`config.mk`:
```
export PLATFORM = sky130hd
export DESIGN_NAME = hazard_scoreboard
export DESIGN_NICKNAME = d
export VERILOG_FILES = /design/src/rtl/hazard_pkg.sv /design/src/rtl/hazard_lat_counter.sv /design/src/rtl/hazard_scoreboard.sv
export SDC_FILE = /design/constraint.sdc
export NUM_CORES = 1
export LEC_CHECK = 0
export ABC_AREA = 1
export BUFFER_PORTS_ARGS = -buffer_cell sky130_fd_sc_hd__buf_2
export CORE_MARGIN = 2
export CORE_UTILIZATION = 55
export DETAILED_ROUTE_END_ITERATION = 10
export GPL_TIMING_DRIVEN = 0
export PLACE_DENSITY = 0.74
export SLEW_MARGIN = 10
export SYNTH_ARGS = -nofsm -noshare
export SYNTH_HDL_FRONTEND = slang
export SYNTH_SLANG_ARGS = --single-unit
```
`constraint.sdc`:
```
create_clock -name clk -period 2.6 [get_ports clk]
set_input_delay 0.39 -clock clk [delete_from_list [all_inputs] [get_ports clk]]
set_output_delay 0.39 -clock clk [all_outputs]
set_load 0.1 [all_outputs]
```
`src/rtl/hazard_pkg.sv`:
```
// hazard_pkg: shared widths, decoder latency classes and packed-source extraction for the hazard scoreboard.
package hazard_pkg;
    localparam int DEF_REG_AW = 5;
    localparam int DEF_LAT_W  = 3;
    localparam int MAX_AW     = 8;
    localparam int MAX_RS_W   = 64;

    localparam logic [DEF_LAT_W-1:0] LAT_ALU  = 3'd0;
    localparam logic [DEF_LAT_W-1:0] LAT_LOAD = 3'd1;
    localparam logic [DEF_LAT_W-1:0] LAT_MUL  = 3'd2;
    localparam logic [DEF_LAT_W-1:0] LAT_DIV  = 3'd7;

    function automatic logic [MAX_AW-1:0] src_at(input logic [MAX_RS_W-1:0] rs, input int i, input int aw);
        logic [MAX_RS_W-1:0] s;
        s = rs >> (i * aw);
        return MAX_AW'(s) & MAX_AW'((1 << aw) - 1);
    endfunction
endpackage

```
`src/rtl/hazard_lat_counter.sv`:
```
// hazard_lat_counter: per-register countdown of cycles until an in-flight result becomes forwardable.
module hazard_lat_counter #(
    parameter int LAT_W = 3
) (
    input  logic             clk,
    input  logic             rst_n,
    input  logic             load,
    input  logic [LAT_W-1:0] load_val,
    output logic             busy
);
    logic [LAT_W-1:0] cnt_q, cnt_d;

    assign busy  = cnt_q != '0;
    assign cnt_d = load ? load_val : busy ? cnt_q - 1'b1 : cnt_q;

    always_ff @(posedge clk or negedge rst_n)
        if (!rst_n) cnt_q <= '0;
        else        cnt_q <= cnt_d;
endmodule

```
`src/rtl/hazard_scoreboard.sv`:
```
// hazard_scoreboard: ID-stage stall/bubble/issue control from a per-register latency scoreboard.
// Optional HAZARD_STATS_EN adds saturating stall_cycles / mc_stall_cycles counters.
module hazard_scoreboard
    import hazard_pkg::*;
#(
    parameter int NUM_REGS = 32,
    parameter int REG_AW   = DEF_REG_AW,
    parameter int NUM_SRC  = 2,
    parameter int LAT_W    = DEF_LAT_W
) (
    input  logic                      clk,
    input  logic                      rst_n,
    input  logic                      id_valid,
    input  logic [NUM_SRC*REG_AW-1:0] id_rs,
    input  logic [NUM_SRC-1:0]        id_rs_used,
    input  logic [REG_AW-1:0]         id_rd,
    input  logic                      id_we,
    input  logic [LAT_W-1:0]          id_lat,
    input  logic                      id_needs_mc,
    input  logic                      mc_busy,
    input  logic                      flush,
    output logic                      stall,
    output logic                      bubble,
    output logic                      issue,
    output logic [NUM_REGS-1:0]       pending
`ifdef HAZARD_STATS_EN
    ,
    output logic [31:0]               stall_cycles,
    output logic [31:0]               mc_stall_cycles
`endif
);
    logic [NUM_SRC-1:0]  src_haz;
    logic [MAX_RS_W-1:0] rs_ext;
    logic                data_haz, struct_haz;

    assign rs_ext = MAX_RS_W'(id_rs);

    for (genvar i = 0; i < NUM_SRC; i++) begin : g_src
        logic [REG_AW-1:0] s;
        assign s          = REG_AW'(src_at(rs_ext, i, REG_AW));
        assign src_haz[i] = id_rs_used[i] && s != '0 && int'(s) < NUM_REGS && pending[s];
    end

    assign data_haz   = id_valid && |src_haz;
    assign struct_haz = id_valid && id_needs_mc && mc_busy;
    assign stall      = (data_haz || struct_haz) && !flush;
    assign bubble     = stall || flush;
    assign issue      = id_valid && !stall && !flush;

    // Hazard checks read the pre-write counters, so a load overwriting its own source still waits.
    for (genvar r = 0; r < NUM_REGS; r++) begin : g_reg
        if (r == 0) begin : g_zero
            assign pending[r] = 1'b0;
        end else begin : g_cnt
            hazard_lat_counter #(.LAT_W(LAT_W)) u_cnt (
                .clk      (clk),
                .rst_n    (rst_n),
                .load     (issue && id_we && id_rd == REG_AW'(r)),
                .load_val (id_lat),
                .busy     (pending[r])
            );
        end
    end

`ifdef HAZARD_STATS_EN
    logic [31:0] stall_cycles_q, mc_stall_cycles_q;

    always_ff @(posedge clk or negedge rst_n)
        if (!rst_n) begin
            stall_cycles_q    <= '0;
            mc_stall_cycles_q <= '0;
        end else begin
            if (stall && !(&stall_cycles_q))                   stall_cycles_q    <= stall_cycles_q + 1'b1;
            if (stall && struct_haz && !(&mc_stall_cycles_q)) mc_stall_cycles_q <= mc_stall_cycles_q + 1'b1;
        end

    assign stall_cycles    = stall_cycles_q;
    assign mc_stall_cycles = mc_stall_cycles_q;
`else
`endif
endmodule

```
-- After elaboration in Yosys (flattened, before gate mapping)
Cells that the tools add are included.
- $add $sub $neg: 31
- order comparisons: 2
- equality and inequality tests: 31
- multiplexer cells: 66
- reduce and logical (&&, ||, !) cells: 111
- operators with widths (cell ; count):
    3-bit two-way mux ; 62
    3-bit nonzero test ; 31
    3-bit by 1-bit subtractor with 3-bit output (second input constant) ; 31
    5-bit == test (second input constant) ; 16
    2-bit nonzero test ; 31
    1-bit logical AND ; 42
    5-bit by 4-bit == test with 1-bit output (second input constant) ; 8
    5-bit by 3-bit == test with 1-bit output (second input constant) ; 4
    5-bit by 6-bit less-than comparator with 1-bit output (second input constant) ; 2
    1-bit binary-select mux with 5-bit select ; 2
    5-bit by 2-bit == test with 1-bit output (second input constant) ; 2
    5-bit nonzero test ; 2
    5-bit by 1-bit == test with 1-bit output (second input constant) ; 1
    1-bit logical NOT ; 2
    1-bit logical OR ; 2
    1-bit two-way mux ; 2
    2-bit OR reduction ; 1
- flip-flop bits (word level): 93
- word-level logic and storage cells: 272

-- Logic depth before layout (Yosys ltp)
- depth after elaboration: 14
- depth in mapped cells: 18

-- By module
A second synthesis with hierarchy kept.
- cells, all modules: 1167
- area, all modules: 7507.2 um^2
- by module, submodules not included (module ; instances ; cells an instance ; area each (um^2) ; seq. area each (um^2)):
    hazard_lat_counter ; 31 ; 29 ; 200.2 ; 75.1
    hazard_scoreboard ; 1 ; 268 ; 1301.2 ; 0.0

-- Worst setup path before layout
OpenSTA, ideal clock, no wires.
- path type: input -> output
- from: in id_rs[5]
- to: out stall
- arrival: 2660 ps
- setup slack: -450 ps
- cell stages on the path: 12
- path through: buf_2 clkbuf_1 nand2_1 nand3_1 nand3_1 nand3_1 nand2_1 nand2_1 nand3_1 nand3_1 nand2_1 nor2_1
- cells in the longest elaborated chain, start to end: 7
- elaborated cells on any way between the ends: 9
- classes of those cells: mux (2); reduce/logical (7)
- RTL lines (what ; RTL line ; RTL):
    start: declaration ; hazard_scoreboard.sv:14 ; input logic [NUM_SRC*REG_AW-1:0] id_rs,
    1-bit binary-select mux with 5-bit select / 5-bit nonzero test (equally long branches) ; hazard_scoreboard.sv:41 ; assign src_haz[i] = id_rs_used[i] && s != '0 && int'(s) < NUM_REGS && pending[s];
    1-bit two-way mux (not written as such) / 1-bit logical AND (equally long branches) ; hazard_scoreboard.sv:41 ;
    1-bit logical AND * ; hazard_scoreboard.sv:41 ;
    2-bit OR reduction * ; hazard_scoreboard.sv:44 ; assign data_haz = id_valid && |src_haz;
    1-bit logical AND * ; hazard_scoreboard.sv:44 ;
    1-bit logical OR * ; hazard_scoreboard.sv:46 ; assign stall = (data_haz || struct_haz) && !flush;
    1-bit logical AND * ; hazard_scoreboard.sv:46 ;
    end: declaration ; hazard_scoreboard.sv:22 ; output logic stall,
Every way passes the cells marked *; elsewhere a longest branch is shown, timed or not. The select of a mux whose other input is x is not followed.

-- Final worst setup path
- from: reg g_reg[19].g_cnt.u_cnt.cnt_q[0]
- to: out issue
- cells in the longest elaborated chain, start to end: 11
- elaborated cells on any way between the ends: 14
- classes of those cells: mux (4); reduce/logical (10)
- RTL lines (what ; RTL line ; RTL):
    start: declaration ; hazard_lat_counter.sv:11 ; logic [LAT_W-1:0] cnt_q, cnt_d;
    start signal: assignment ; hazard_lat_counter.sv:18 ; else cnt_q <= cnt_d;
    3-bit nonzero test * ; hazard_lat_counter.sv:13 ; assign busy = cnt_q != '0;
    named net g_reg[19].g_cnt.u_cnt.busy ; hazard_lat_counter.sv:9 ; output logic busy
    1-bit binary-select mux with 5-bit select ; hazard_scoreboard.sv:41 ;
    1-bit two-way mux (not written as such) ; hazard_scoreboard.sv:41 ;
    1-bit logical AND ; hazard_scoreboard.sv:41 ;
    2-bit OR reduction * ; hazard_scoreboard.sv:44 ;
    1-bit logical AND * ; hazard_scoreboard.sv:44 ;
    1-bit logical OR * ; hazard_scoreboard.sv:46 ;
    1-bit logical AND * ; hazard_scoreboard.sv:46 ;
    1-bit logical NOT * ; hazard_scoreboard.sv:48 ; assign issue = id_valid && !stall && !flush;
    1-bit logical AND * (2 in a row) ; hazard_scoreboard.sv:48 ;
    end: declaration ; hazard_scoreboard.sv:24 ; output logic issue,
The timed path passes the listed nets; every way through them passes the cells marked *. The select of a mux whose other input is x is not followed.

==> flow_summary.ini <==
[timing]
max_freq_ghz = 0.393
tns_ns = 0
slew_headroom_pct = 42.0
finalCritPeriodShare_pct = 98.0
clock_skew_ns = 0.00813
setup_violations = 0
grt_setup_unrepaired = yes
slew_viol_final = 0
finalCriticalPeriod_ns = 2.55
hold_viol_final = 0
worst_pin_slew_ns = 0.864

[route]
ant_nets = 0
drc = 0
viasPerCell = 5.44
wl_um = 21900
dr.pass1.iters = 5
via_count = 7602
drtIter0Drc = 526
detail_route.wl_per_cell_um = 15.6

[cells_and_area]
syn_to_final_growth_pct = 27.2
largest_reg_flops = 93
top_register = g.g_cnt.u_cnt.cnt_q
fillers = 1105
antenna_cells = 0
nets = 1310
drive_above_1_share_pct = 27.8
top_regs = g.g_cnt.u_cnt.cnt_q (93)

[clock_network]
cts_num_sinks = 93
clock_path_buffers = 2
root_buffer = clkbuf_16
cts_tree = done
worstSkewPairLatency_ns = 0.35
htree_levels = 3
clk_pin_slew_worst_paths_ns = 0.07
ctsHoldBuffers = 0
numCtsBuffers = 9

[setup_path]
end_kind = primary output
crit_arrival_ns = 2.16
max_stage_delay_ns = 0.40
worstSetupPathType = flop to primary output
crit_fanout = 7
cp_top_family = simple AND/OR/NAND/NOR gates
cp.buffers_inverters = 3
required_ns = 2.21
path_cells = inv_2 > ha_4 > nand2_4 > nand2_1 > nand3_1 > nand2_1 > nand2_1 > nand2_1 > nor2_1 > nand2_1 > nand2_1 > nand2_2 > nand3_4 > nor3_4 > buf_6 > buf_12
path_common_cell = nand2_1
cpMaxStageDelayCell = dfrtp_1
cp-start-kind = flop

[synth]
synthDistinctLibCells = 21
yosys-top-cells-area = dfrtp_1 (32%), nand2_1 (17%), ha_1 (11%)
yosys_warnings = 0
synthTopCellsByCount = nand2_1 (331), inv_1 (156), nand4_1 (94), dfrtp_1 (93), nand3_1 (74)
synth_most_common_cell = nand2_1
async_reset_ff_share_pct = 100
syn_nets = 1167
ys.flop_type = dfrtp_1
syn_area_um2 = 7370
syn_avg_cell_area_um2 = 6.83
ys_seq_area_share_pct = 31.6
yosys.area.top_type = dfrtp_1
synth-seq-cells = 93
synth-edff-count = 0
syn-instance-count = 1078
synth_top_area_share_pct = 31.6

[place]
gp_congestion = 0.963
hpwl_um = 14900
port_buffers = 56

[die]
initial_core_util_pct = 56.1
core_area_um2 = 13100
dieArea_um2 = 14300
ios = 62
die_w_um = 120
rows = 42
die_h_um = 120

[power_and_ir_drop]
p_total_uw = 12200
power_frac_comb_pct = 67.6
switching_power_uw = 6120
peakVddDrop_uv = 864
swShare_pct = 50.2
p_per_area_nw_per_um2 = 1300
p_seq_share_pct = 22.8
p_int_uw = 6080
p_leak_uw = 0.00502
p_clk_share_pct = 9.6

[grt]
grt_max_degree = 50
groute.usage.overall_pct = 30.8
grt_pass1_wl_um = 34800
first_global_vias = 7088
grt-ovfl-total = 0
antenna_found_initial = 0

[min_path]
min_path_type = input port to asynchronous set/reset pin

[job]
drv_cap = 0

[run_status]
outcome = complete, no violations
## kinds of logic after synthesis
logic type,count (synthesis),share of synthesized area (%)
AO/OA/AOI/OAI,103,7.10
flip-flops,93,31.6
XOR/XNOR,31,3.69
adder cells (fa/ha/maj),62,10.5
AND/OR/NAND/NOR,553,32.9
other,1,0.0509
buffers and inverters,235,14.1
## timing repair
action / CTS / global route
endpoints found under the setup margin: 96 / 96
resized for setup: 155 / 57
pin swaps: 58 / 32
setup buffers: 54 / 21
## metrics by stage
step / worst slack (ns) / area (um2) / util [%] / hold WS (ns) / std cells
2_1_floorplan: 0.00754 / 7370 / - / 0.0944 / 1078
3_3_place_gp: -0.614 / 7870 / 59.9 / 0.546 / 1310
3_5_place_dp: -0.591 / 7900 / 60.1 / 0.437 / 1311
4_1_cts: -0.00731 / 9000 / 68.5 / 0.0663 / 1377
5_1_grt: -0.0704 / 9370 / 71.3 / 0.0924 / 1398
6_report: 0.0523 / 9370 / 71.3 / 0.0590 / 1398
## layout by cell type (no fill, tap or decap), types with 2 or more instances in the layout
cell type / n
a21oi_1: 40
buf_1: 5
buf_12: 2
buf_2: 63
buf_4: 114
clkbuf_1: 24
clkbuf_16: 9
dfrtp_1: 93
ha_1: 34
ha_2: 4
ha_4: 24
inv_1: 94
inv_2: 64
nand2_1: 295
nand2_2: 15
nand2_4: 20
nand3_1: 63
nand3_2: 10
nand4_1: 94
nor2_1: 37
nor2_4: 5
nor3_1: 10
o211ai_1: 2
o21ai_0: 58
xor2_1: 31
## path summary, 6_finish.rpt
| kind | end | from | slack [ns] | depth (start not counted) |
|---|---|---|---|---|
| max | issue | g_reg[19].g_cnt.u_cnt.cnt_q[0] | 0.05 | 16 |
| min | g_reg[14].g_cnt.u_cnt.cnt_q[2] | rst_n | 0.06 | 1 |
| max reg2reg | g_reg[26].g_cnt.u_cnt.cnt_q[2] | g_reg[19].g_cnt.u_cnt.cnt_q[0] | 0.17 | 19 |
| min reg2reg | g_reg[23].g_cnt.u_cnt.cnt_q[2] | g_reg[23].g_cnt.u_cnt.cnt_q[2] | 0.55 | 3 |
| max in group asynchronous | g_reg[3].g_cnt.u_cnt.cnt_q[1] | rst_n | 1.87 | 2 |
| min in group clk | g_reg[18].g_cnt.u_cnt.cnt_q[0] | id_lat[0] | 0.38 | 3 |
## area by class of cell
type	instances	area, um2	area share, %
clock buffer	12	236	2.52
sequential	93	2330	24.8
multi-input combinational	750	4630	49.4
inverter	158	593	6.33
timing repair buffer	132	913	9.75
tap	176	220	2.35
buffer	77	454	4.85
## power groups by stage
stage          registers (uW)  clock network (uW)  logic, uW
2_1_floorplan            2630                   0       5330
3_3_place_gp             2690                   0       6200
3_5_place_dp             2720                   0       6350
4_1_cts                  2730                1180       7670
5_1_grt                  2870                1240       9260
6_report                 2780                1170       8250
## routing by layer
layer / vias up / track usage (%) / wire length, um
met3: 62 / 5.13 / 1400
met1: 3527 / 40.8 / 9310
met2: 273 / 49.0 / 10200
met5: - / 0 / 0
li1: 3740 / - / -
met4: 0 / 15.1 / 930
(Power assumes the default switching activity.)
